### src/rtl/axi_sample_burst_master.sv
// AXI4 INCR write-burst master that drains a 16-bit sample FIFO into sequential byte addresses.
// Define AXI_MASTER_TIMEOUT_EN to add a B-response watchdog that aborts the frame.
module axi_sample_burst_master #(
  parameter int unsigned ID_W_WIDTH  = 2,
  parameter int unsigned BURST_LEN   = 8,
  parameter int unsigned FIFO_DEPTH  = 16,
  parameter int unsigned AWID_VAL    = 0,
  parameter int unsigned TIMEOUT_CYC = 256
) (
  input  logic                  i_clk,
  input  logic                  i_rstn,
  input  logic                  i_start,
  input  logic [11:0]           i_SAMPLES_NUMBER,
  input  logic [15:0]           i_s_data,
  input  logic                  i_s_valid,
  output logic                  o_s_ready,
  output logic [11:0]           o_AWADDR,
  output logic [7:0]            o_AWLEN,
  output logic [2:0]            o_AWSIZE,
  output logic [1:0]            o_AWBURST,
  output logic [ID_W_WIDTH-1:0] o_AWID,
  output logic                  o_AWVALID,
  input  logic                  i_AWREADY,
  output logic [15:0]           o_WDATA,
  output logic [1:0]            o_WSTRB,
  output logic                  o_WVALID,
  output logic                  o_WLAST,
  input  logic                  i_WREADY,
  input  logic                  i_BVALID,
  input  logic [ID_W_WIDTH-1:0] i_BID,
  output logic                  o_BREADY,
  output logic                  o_busy,
  output logic                  o_done,
  output logic                  o_error
);

  localparam int unsigned PW = $clog2(FIFO_DEPTH);

  if (FIFO_DEPTH < BURST_LEN || BURST_LEN == 0 || BURST_LEN > 16 || TIMEOUT_CYC == 0)
  begin : g_bad_cfg
    $error("axi_sample_burst_master: invalid parameter set");
  end

  typedef enum logic [2:0] {IDLE, ADDR, DATA, RESP, DONE} state_t;
  state_t state;

  logic [15:0] mem [FIFO_DEPTH];
  logic [PW:0] wr_ptr, rd_ptr, fifo_cnt;
  logic [11:0] total, issued, pushed, remaining, beats;
  logic [7:0]  beat_cnt;
  logic        push, pop;

`ifdef AXI_MASTER_TIMEOUT_EN
  localparam int unsigned TW = $clog2(TIMEOUT_CYC + 1);
  logic [TW-1:0] to_cnt;
`endif

  function automatic logic [11:0] beats_of(input logic [11:0] rem);
    return (rem > 12'(BURST_LEN)) ? 12'(BURST_LEN) : rem;
  endfunction

  assign fifo_cnt  = wr_ptr - rd_ptr;
  assign remaining = total - issued;
  assign beats     = beats_of(remaining);

  assign o_busy    = (state == ADDR) || (state == DATA) || (state == RESP);
  assign o_done    = (state == DONE);
  // Stop accepting once the whole frame has entered the FIFO; the MSB of the count means full.
  assign o_s_ready = o_busy && !fifo_cnt[PW] && (pushed != total);
  assign push      = i_s_valid && o_s_ready;
  assign pop       = o_WVALID && i_WREADY;

  assign o_AWSIZE  = 3'b001;
  assign o_AWBURST = 2'b01;
  assign o_WSTRB   = 2'b11;
  assign o_AWID    = ID_W_WIDTH'(AWID_VAL);
  assign o_WDATA   = o_WVALID ? mem[rd_ptr[PW-1:0]] : '0;
  assign o_WLAST   = o_WVALID && (beat_cnt == o_AWLEN);

  always_ff @(posedge i_clk) begin
    if (push) mem[wr_ptr[PW-1:0]] <= i_s_data;
  end

  always_ff @(posedge i_clk) begin
    if (!i_rstn) begin
      state     <= IDLE;
      wr_ptr    <= '0;
      rd_ptr    <= '0;
      total     <= '0;
      issued    <= '0;
      pushed    <= '0;
      beat_cnt  <= '0;
      o_AWADDR  <= '0;
      o_AWLEN   <= '0;
      o_AWVALID <= 1'b0;
      o_WVALID  <= 1'b0;
      o_BREADY  <= 1'b0;
      o_error   <= 1'b0;
`ifdef AXI_MASTER_TIMEOUT_EN
      to_cnt    <= '0;
`endif
    end else begin
      if (push) begin
        wr_ptr <= wr_ptr + 1'b1;
        pushed <= pushed + 12'd1;
      end
      if (pop) rd_ptr <= rd_ptr + 1'b1;

      case (state)
        IDLE: if (i_start) begin
          o_error  <= 1'b0;
          total    <= i_SAMPLES_NUMBER;
          issued   <= '0;
          pushed   <= '0;
          o_AWADDR <= '0;
          o_AWLEN  <= (i_SAMPLES_NUMBER == '0) ? '0 : 8'(beats_of(i_SAMPLES_NUMBER) - 12'd1);
          state    <= (i_SAMPLES_NUMBER == '0) ? DONE : ADDR;
        end
        // AWVALID waits for a full burst in the FIFO so W can never starve mid-burst.
        ADDR: if (o_AWVALID && i_AWREADY) begin
          o_AWVALID <= 1'b0;
          o_WVALID  <= 1'b1;
          issued    <= issued + beats;
          beat_cnt  <= '0;
          state     <= DATA;
        end else if (12'(fifo_cnt) >= beats) begin
          o_AWVALID <= 1'b1;
        end
        DATA: if (pop) begin
          beat_cnt <= beat_cnt + 8'd1;
          if (o_WLAST) begin
            o_WVALID <= 1'b0;
            o_BREADY <= 1'b1;
            state    <= RESP;
`ifdef AXI_MASTER_TIMEOUT_EN
            to_cnt   <= '0;
`endif
          end
        end
        // issued already includes this burst, so beats here is the size of the next one.
        RESP: begin
          if (i_BVALID) begin
            o_BREADY <= 1'b0;
            if (i_BID != o_AWID) o_error <= 1'b1;
            if (remaining == '0) begin
              state <= DONE;
            end else begin
              o_AWADDR <= {issued[10:0], 1'b0};
              o_AWLEN  <= 8'(beats - 12'd1);
              state    <= ADDR;
            end
          end
`ifdef AXI_MASTER_TIMEOUT_EN
          else if (to_cnt == TW'(TIMEOUT_CYC - 1)) begin
            o_BREADY <= 1'b0;
            o_error  <= 1'b1;
            wr_ptr   <= '0;
            rd_ptr   <= '0;
            state    <= DONE;
          end else begin
            to_cnt <= to_cnt + 1'b1;
          end
`endif
        end
        DONE:    state <= IDLE;
        default: state <= IDLE;
      endcase
    end
  end

endmodule
### config.mk
export PLATFORM = sky130hd
export DESIGN_NAME = axi_sample_burst_master
export DESIGN_NICKNAME = d
export VERILOG_FILES = /design/src/rtl/axi_sample_burst_master.sv
export SDC_FILE = /design/constraint.sdc
export NUM_CORES = 1
export LEC_CHECK = 0
export BUFFER_PORTS_ARGS = -buffer_cell sky130_fd_sc_hd__buf_2
export CAP_MARGIN = 15
export CORE_ASPECT_RATIO = 1.5
export CORE_UTILIZATION = 52
export DETAILED_ROUTE_END_ITERATION = 8
export PLACE_DENSITY = 0.72
export SLEW_MARGIN = 20
export SYNTH_ARGS = -nofsm -noshare
export SYNTH_HDL_FRONTEND = slang
export SYNTH_SLANG_ARGS = --single-unit
### constraint.sdc
create_clock -name i_clk -period 5.1 [get_ports i_clk]
set_clock_uncertainty 0.1 [all_clocks]
set_input_delay 0.51 -clock i_clk [delete_from_list [all_inputs] [get_ports i_clk]]
set_output_delay 0.51 -clock i_clk [all_outputs]
set_load 0.01 [all_outputs]
==> results of run 1 <==
-- per-layer routing --
metal  GRT usage [%]  up-vias  share of wire, %
met5               0        -                 0
met4            10.1        0               4.1
met3            2.51       79               4.1
met2            45.8      278                54
met1            27.0     4468                38
li1                -     4152                 -
-- placed cells by master (no fill, tap or decap), types with 12 or more instances in the layout --
master and instances:
nand2_1 88, nand3_1 30, nor2_2 12, edfxtp_1 256, and2_1 20, mux4_2 80, buf_2 79, and3_1 13
nor2_1 62, conb_1 18, clkbuf_16 31, ha_1 39, xnor2_1 31, buf_4 26, a21oi_1 65, xor2_1 26
dfxtp_1 82, nand4_1 13, o21ai_0 22, nor3_1 16, inv_1 29
-- worst max path at each step --
stage                           start                      end  slack [ps]  cells past startpoint
3_3_place_gp   issued[6]$_SDFFE_PN0P_  issued[10]$_SDFFE_PN0P_         620                     20
6_report       issued[6]$_SDFFE_PN0P_  issued[10]$_SDFFE_PN0P_         550                     20
3_5_place_dp   issued[6]$_SDFFE_PN0P_  issued[10]$_SDFFE_PN0P_         430                     20
4_1_cts        issued[6]$_SDFFE_PN0P_  issued[10]$_SDFFE_PN0P_         420                     20
2_1_floorplan  wr_ptr[0]$_SDFFE_PN0P_      mem[3][0]$_DFFE_PP_         940                     12
5_1_grt        issued[6]$_SDFFE_PN0P_  issued[10]$_SDFFE_PN0P_         120                     20
-- through the flow --
stage	hold slack [ps]	util, %	setup slack (ps)
after floorplan	365	-	935
after global placement	340	56.4	618
after detailed placement	344	56.4	430
after CTS	71.1	59.6	420
after global routing	83.7	59.7	124
final	99.5	59.7	547
-- cells by family after synthesis --
family | Yosys count | synth area share, %
DFF | 340 | 62.6
and+or+nand+nor | 293 | 9.26
AOI/OAI and AO/OA | 145 | 6.39
buffers and inverters | 85 | 2.47
muxes | 83 | 12.2
xor gates and xnor gates | 57 | 3.34
adders and majority gates | 42 | 3.66
other | 2 | 0.0502
-- worst reg2reg max path: cells and delay by family (launching register included) --
family / cells / cell delay, ps
AOI/OAI and AO/OA: 12 / 2340
adders and majority gates: 2 / 730
and+or+nand+nor: 4 / 710
DFF: 1 / 380
buffers and inverters: 2 / 160
-- flip-flops by register name (all words and copies together), names as in the netlist, named ones only --
name	count
wr_ptr	5
total	12
o_AWLEN	8
state	3
o_WVALID	1
o_AWVALID	1
beat_cnt	8
mem	256
o_AWADDR	11
issued	12
rd_ptr	5
o_BREADY	1
pushed	12
o_error	1
-- power groups by stage --
stage               logic (mW)  clock network [mW]  registers, mW
floorplan                0.191                   0           3.06
global placement         0.286                   0           3.07
detailed placement       0.290                   0           3.07
CTS                      0.291                2.19           3.01
global route             0.322                2.29           3.01
finish                   0.293                2.14           3.01
-- repair_timing --
item                       CTS  global route
setup endpoints to repair    0             1
buffers inserted             0             0
resized for setup            0             1
-- cell type report --
type,count,area (sq um),area share (%)
clock buffers,36,795,4.73
well taps,346,433,2.58
flip-flops and latches,340,9370,55.8
repair buffers,106,611,3.63
multi-input cells,638,5350,31.8
clock inverters,18,119,0.708
inverters,30,113,0.670
diodes,2,5.00,0.0298
==> flow_metrics.py, run 1 <==
metrics = {
    "cts": {
        "cts_buffers": 30,
        "cts_buffer_depth": 3,
        "cts_tree": "yes",
        "clock-root-buffer": "clkbuf_16",
        "cts_hold_buf": 0,
        "clock_latency_ps": 560,
        "cts.clk_slew.worst_paths_ps": 70,
        "clock-sinks": 340,
        "htreeDepth": 1,
    },
    "run_status": {
        "outcome": "completed",
    },
    "pwr": {
        "switching_share_pct": 21.9,
        "p_switching_mw": 1.19,
        "seq_power_share_pct": 55.3,
        "power_density_mw_per_mm2": 324,
        "power_leakage_nw": 5.82,
        "ir_drop_mv": 0.227,
        "power.clock.fraction_pct": 39.3,
        "combinationalPowerShare_pct": 5.4,
        "p_total_mw": 5.44,
        "internal_power_mw": 4.25,
    },
    "sta": {
        "hold_viol_final": 0,
        "setup-tns-final_ps": 0,
        "worst_pin_slew_ps": 1080,
        "fmax_mhz": 220,
        "fin_crit_sh_pct": 89.3,
        "period_needed_ps": 4550,
        "finalSetupViolations": 0,
        "worst_slew_margin_rel_pct": 27.6,
        "report.final.slew_viol_count": 0,
        "grt_setup_unrepaired": "no",
    },
    "route": {
        "vias": 8977,
        "drtAntennaViolNets": 0,
        "drt-initial-drc-count": 543,
        "avgViaCountPerCell": 5.92,
        "drc": 0,
        "drt-pass1-iter-count": 5,
        "finalWirelength_um": 34100,
        "wire_per_inst_um": 22.5,
    },
    "final_layout": {
        "nFillCells": 2206,
        "instances_no_fill": 1516,
        "area_growth_pct": 12.2,
        "fin_area_sq_mm": 0.0168,
        "nets": 1225,
        "drive_gt1_share_pct": 22.3,
    },
    "worst_hold_path": {
        "worstHoldPathCells": 3,
        "hold_path_class": "primary input to flop",
        "worstHoldEndpoint": "total[3]$_SDFFE_PN0P_",
        "hold_start": "i_SAMPLES_NUMBER[3]",
    },
    "logic_synthesis": {
        "synth_warnings": 0,
        "synth_edf_count": 256,
        "synth.area.top_cells": "edfxtp_1 51%, mux4_2 12%, dfxtp_1 11%, ha_1 3.3%, nand2_1 2.2%",
        "ys_ff_latch": 340,
        "synth_cell_type_count": 69,
        "ys_seq_area_share_pct": 62.6,
        "syn_avg_cell_area_sq_um": 14.3,
        "synth_top_area_share_pct": 51.4,
        "yosys-top-cells-count": "256 x edfxtp_1, 88 x nand2_1, 84 x dfxtp_1",
        "yosys.area.top_type": "edfxtp_1",
        "netlist_instances": 1047,
        "ys.flop_type": "edfxtp_1",
        "yosysMostFrequentCell": "edfxtp_1",
        "syn_area_sq_mm": 0.0150,
        "async_flop_share_pct": 0,
    },
    "die": {
        "start_util_pct": 53.2,
        "row_count": 75,
        "die_height_um": 210,
        "ios": 90,
        "fp.dieW_um": 141,
        "dieArea_sq_mm": 0.0295,
        "core_area_sq_mm": 0.0282,
    },
    "flow_run": {
        "maxCapViolations": 0,
    },
    "worst_setup_path": {
        "cpLargestDelayFamily": "compound AO/OA/AOI/OAI gates",
        "critPathMaxFanout": 9,
        "worstSetupPathType": "flop to flop",
        "regToRegSetupSlack_ps": 550,
        "crit_required_ps": 5440,
        "path_buf_inv": 2,
        "cp-start-kind": "flop",
        "cpMostUsedCell": "a21oi_1",
        "path_cells": "inv_1, ha_1, nand4_1, a211oi_1, o31ai_1, a211oi_1, o22ai_1, nor3_2, nand2b_1, inv_1, ha_1, a21o_1, a21oi_1, o21bai_1, a21oi_1, o21bai_1, a21oi_1, o21ai_0, nand4b_1, o221ai_1",
        "endpoint_kind": "flop",
        "reg2reg_depth": 20,
        "timing.rr.end": "issued[10]$_SDFFE_PN0P_",
        "rr_startpoint": "issued[6]$_SDFFE_PN0P_",
        "crit_arrival_ps": 4890,
        "slowest_delay_ps": 460,
        "crit_path_top_delay_cell": "ha_1",
    },
    "place": {
        "finalWeightedCongestion": 0.882,
        "numPortBuffers": 79,
        "dp.cells": 1460,
        "hpwl_um": 22000,
        "dpl-instance-area_sq_mm": 0.0159,
    },
    "grt": {
        "antenna_found_initial": 2,
        "grt_use_total_pct": 24.0,
        "grt_max_degree": 65,
        "grt_pass1_wl_um": 52900,
        "grt_pass1_vias": 9254,
        "grt.overflow.total": 0,
    },
}
Note: power is estimated with default switching activity, not from simulation.
==> inputs of run 2 (changes only) <==
CTS_BUF_LIST = sky130_fd_sc_hd__clkbuf_4   (was not set)
==> run 2 against run 1 <==
Sequential share of layout area down 0.69 points. Clock-buffer cell count rose by 77. Via count rose by 3.6%.
==> flow_metrics.py, run 2 (synthesis gave the netlist of run 1 again) <==
metrics = {
    "cts": {
        "htreeDepth": 3,
        "cts_buffers": 79,
        "clock-sinks": 340,
        "clock_latency_ps": 730,
        "clock-root-buffer": "clkbuf_4",
        "cts_tree": "yes",
        "cts_buffer_depth": 3,
        "cts.clk_slew.worst_paths_ps": 70,
    },
    "worst_setup_path": {
        "path_buf_inv": 2,
        "crit_path_top_delay_cell": "ha_1",
        "crit_required_ps": 5580,
        "crit_arrival_ps": 5110,
        "timing.rr.end": "issued[10]$_SDFFE_PN0P_",
        "cpLargestDelayFamily": "compound AO/OA/AOI/OAI gates",
        "slowest_delay_ps": 470,
        "crit_start": "issued[6]$_SDFFE_PN0P_",
        "path_depth": 20,
        "endpoint_kind": "flop",
        "cpMostUsedCell": "a21oi_1",
        "cp-start-kind": "flop",
        "critPathCapture": "issued[10]$_SDFFE_PN0P_",
        "rr_startpoint": "issued[6]$_SDFFE_PN0P_",
        "regToRegSetupSlack_ps": 470,
        "worstSetupPathType": "flop to flop",
        "critPathMaxFanout": 9,
        "path_cells": "inv_1, ha_1, nand4_1, a211oi_1, o31ai_1, a211oi_1, o22ai_1, nor3_2, nand2b_1, inv_1, ha_1, a21o_1, a21oi_1, o21bai_1, a21oi_1, o21bai_1, a21oi_1, o21ai_0, nand4b_1, o221ai_1",
        "reg2reg_depth": 20,
    },
    "flow_run": {
        "maxCapViolations": 0,
    },
    "grt": {
        "grt_pass1_vias": 9666,
        "antenna_found_initial": 4,
        "grt.overflow.total": 0,
        "grt_max_degree": 65,
        "grt_use_total_pct": 24.2,
        "grt_pass1_wl_um": 52900,
    },
    "pwr": {
        "seq_power_share_pct": 55.6,
        "switching_share_pct": 22.9,
        "internal_power_mw": 4.17,
        "p_total_mw": 5.41,
        "p_switching_mw": 1.24,
        "power_leakage_nw": 6.03,
        "power_density_mw_per_mm2": 318,
        "power.clock.fraction_pct": 38.8,
        "combinationalPowerShare_pct": 5.6,
        "ir_drop_mv": 0.186,
    },
    "sta": {
        "report.final.slew_viol_count": 0,
        "worst_slew_margin_rel_pct": 27.7,
        "worst_pin_slew_ps": 1080,
        "grt_setup_unrepaired": "no",
        "finalSetupViolations": 0,
        "period_needed_ps": 4630,
        "setup-tns-final_ps": 0,
        "fmax_mhz": 216,
        "hold_viol_final": 0,
        "fin_crit_sh_pct": 90.8,
    },
    "run_status": {
        "outcome": "completed",
    },
    "die": {
        "die_height_um": 210,
        "start_util_pct": 53.2,
        "ios": 90,
        "fp.dieW_um": 141,
        "core_area_sq_mm": 0.0282,
        "row_count": 75,
        "dieArea_sq_mm": 0.0295,
    },
    "route": {
        "vias": 9302,
        "avgViaCountPerCell": 5.76,
        "finalWirelength_um": 34200,
        "wire_per_inst_um": 21.1,
        "drt-initial-drc-count": 469,
        "drc": 0,
        "drtAntennaViolNets": 0,
        "drt-pass1-iter-count": 5,
    },
    "final_layout": {
        "fin_area_sq_mm": 0.0170,
        "nFillCells": 2237,
        "drive_gt1_share_pct": 27.0,
        "nets": 1288,
        "largest_reg_flops": 256,
        "final_cell_mix": "256 x edfxtp_1, 113 x clkbuf_4, 88 x nand2_1",
        "area_growth_pct": 13.6,
        "layout.cells.most_common": "edfxtp_1",
        "instances_no_fill": 1616,
    },
    "place": {
        "finalWeightedCongestion": 0.882,
        "hpwl_um": 22000,
        "numPortBuffers": 79,
        "dpl-instance-area_sq_mm": 0.0159,
        "dp.cells": 1460,
    },
    "worst_hold_path": {
        "hold_path_class": "primary input to flop",
    },
}
-- run 2: cell count changes in the layout (fill, tap and decap cells not counted), moves of 2 or more --
cell           delta
clkinvlp_2        -4
clkbuf_4        +113
dlygate4sd3_1    +14
clkbuf_16        -31
clkinv_2          +4
clkbuf_1          -5
clkinv_1          +8
diode_2           +2
inv_2             +2
-- run 2: timing repair --
action,CTS,global route
setup endpoints to repair,0,1
hold buffers,14,0
setup buffers,0,0
hold endpoints to repair,14,0
gates resized for setup,0,1
-- run 2: power groups by stage --
stage / logic (mW) / clock network (mW) / registers (mW)
floorplan: 0.191 / 0 / 3.06
global placement: 0.286 / 0 / 3.07
detailed placement: 0.290 / 0 / 3.07
CTS: 0.299 / 2.15 / 3.01
global route: 0.331 / 2.30 / 3.01
finish: 0.302 / 2.10 / 3.01
-- run 2: per-stage QoR --
stage,setup WS (ps),util [%],hold slack [ps]
2_1_floorplan,935,-,365
3_3_place_gp,618,56.4,340
3_5_place_dp,430,56.4,344
4_1_cts,409,60.4,11.3
5_1_grt,95.6,60.4,-11.1
6_report,469,60.4,46.8
-- run 2: routing by layer --
metal	global-route usage [%]	vias up	share of wire [%]
met4	13.4	0	4.7
li1	-	4338	-
met5	0	-	0
met1	25.9	4569	36
met3	4.61	91	5.0
met2	44.7	304	54
-- run 2: tightest hold or removal path: cells and delay by family --
kind | cells | cell delay (ps)
compound gates | 1 | 70
simple gates | 1 | 70
buf+inv | 1 | 150
-- run 2: worst min-delay path by stage --
stage                                    startpoint                        end  slack [ps]  cells after the start
after floorplan              issued[7]$_SDFFE_PN0P_   o_AWADDR[8]$_SDFFE_PN0P_         370                      2
after global placement    o_AWADDR[10]$_SDFFE_PN0P_  o_AWADDR[10]$_SDFFE_PN0P_         340                      2
after detailed placement   o_AWADDR[9]$_SDFFE_PN0P_   o_AWADDR[9]$_SDFFE_PN0P_         340                      2
after CTS                               i_s_data[0]        mem[3][0]$_DFFE_PP_          10                      1
after global routing            i_SAMPLES_NUMBER[1]      total[1]$_SDFFE_PN0P_         -10                      3
final                           i_SAMPLES_NUMBER[1]      total[1]$_SDFFE_PN0P_          50                      3
-- run 2: final cells by class --
| cell class | instances | area, sq um | share of cell area (%) |
|---|---|---|---|
| sequential | 340 | 9370 | 55.1 |
| multi-input combinational | 638 | 5350 | 31.5 |
| clock buffer | 113 | 848 | 4.99 |
| timing repair buffer | 120 | 751 | 4.41 |
| tap | 346 | 433 | 2.55 |
| clock inverter | 25 | 129 | 0.758 |
| inverter | 30 | 113 | 0.662 |
| antenna | 4 | 10.0 | 0.0589 |
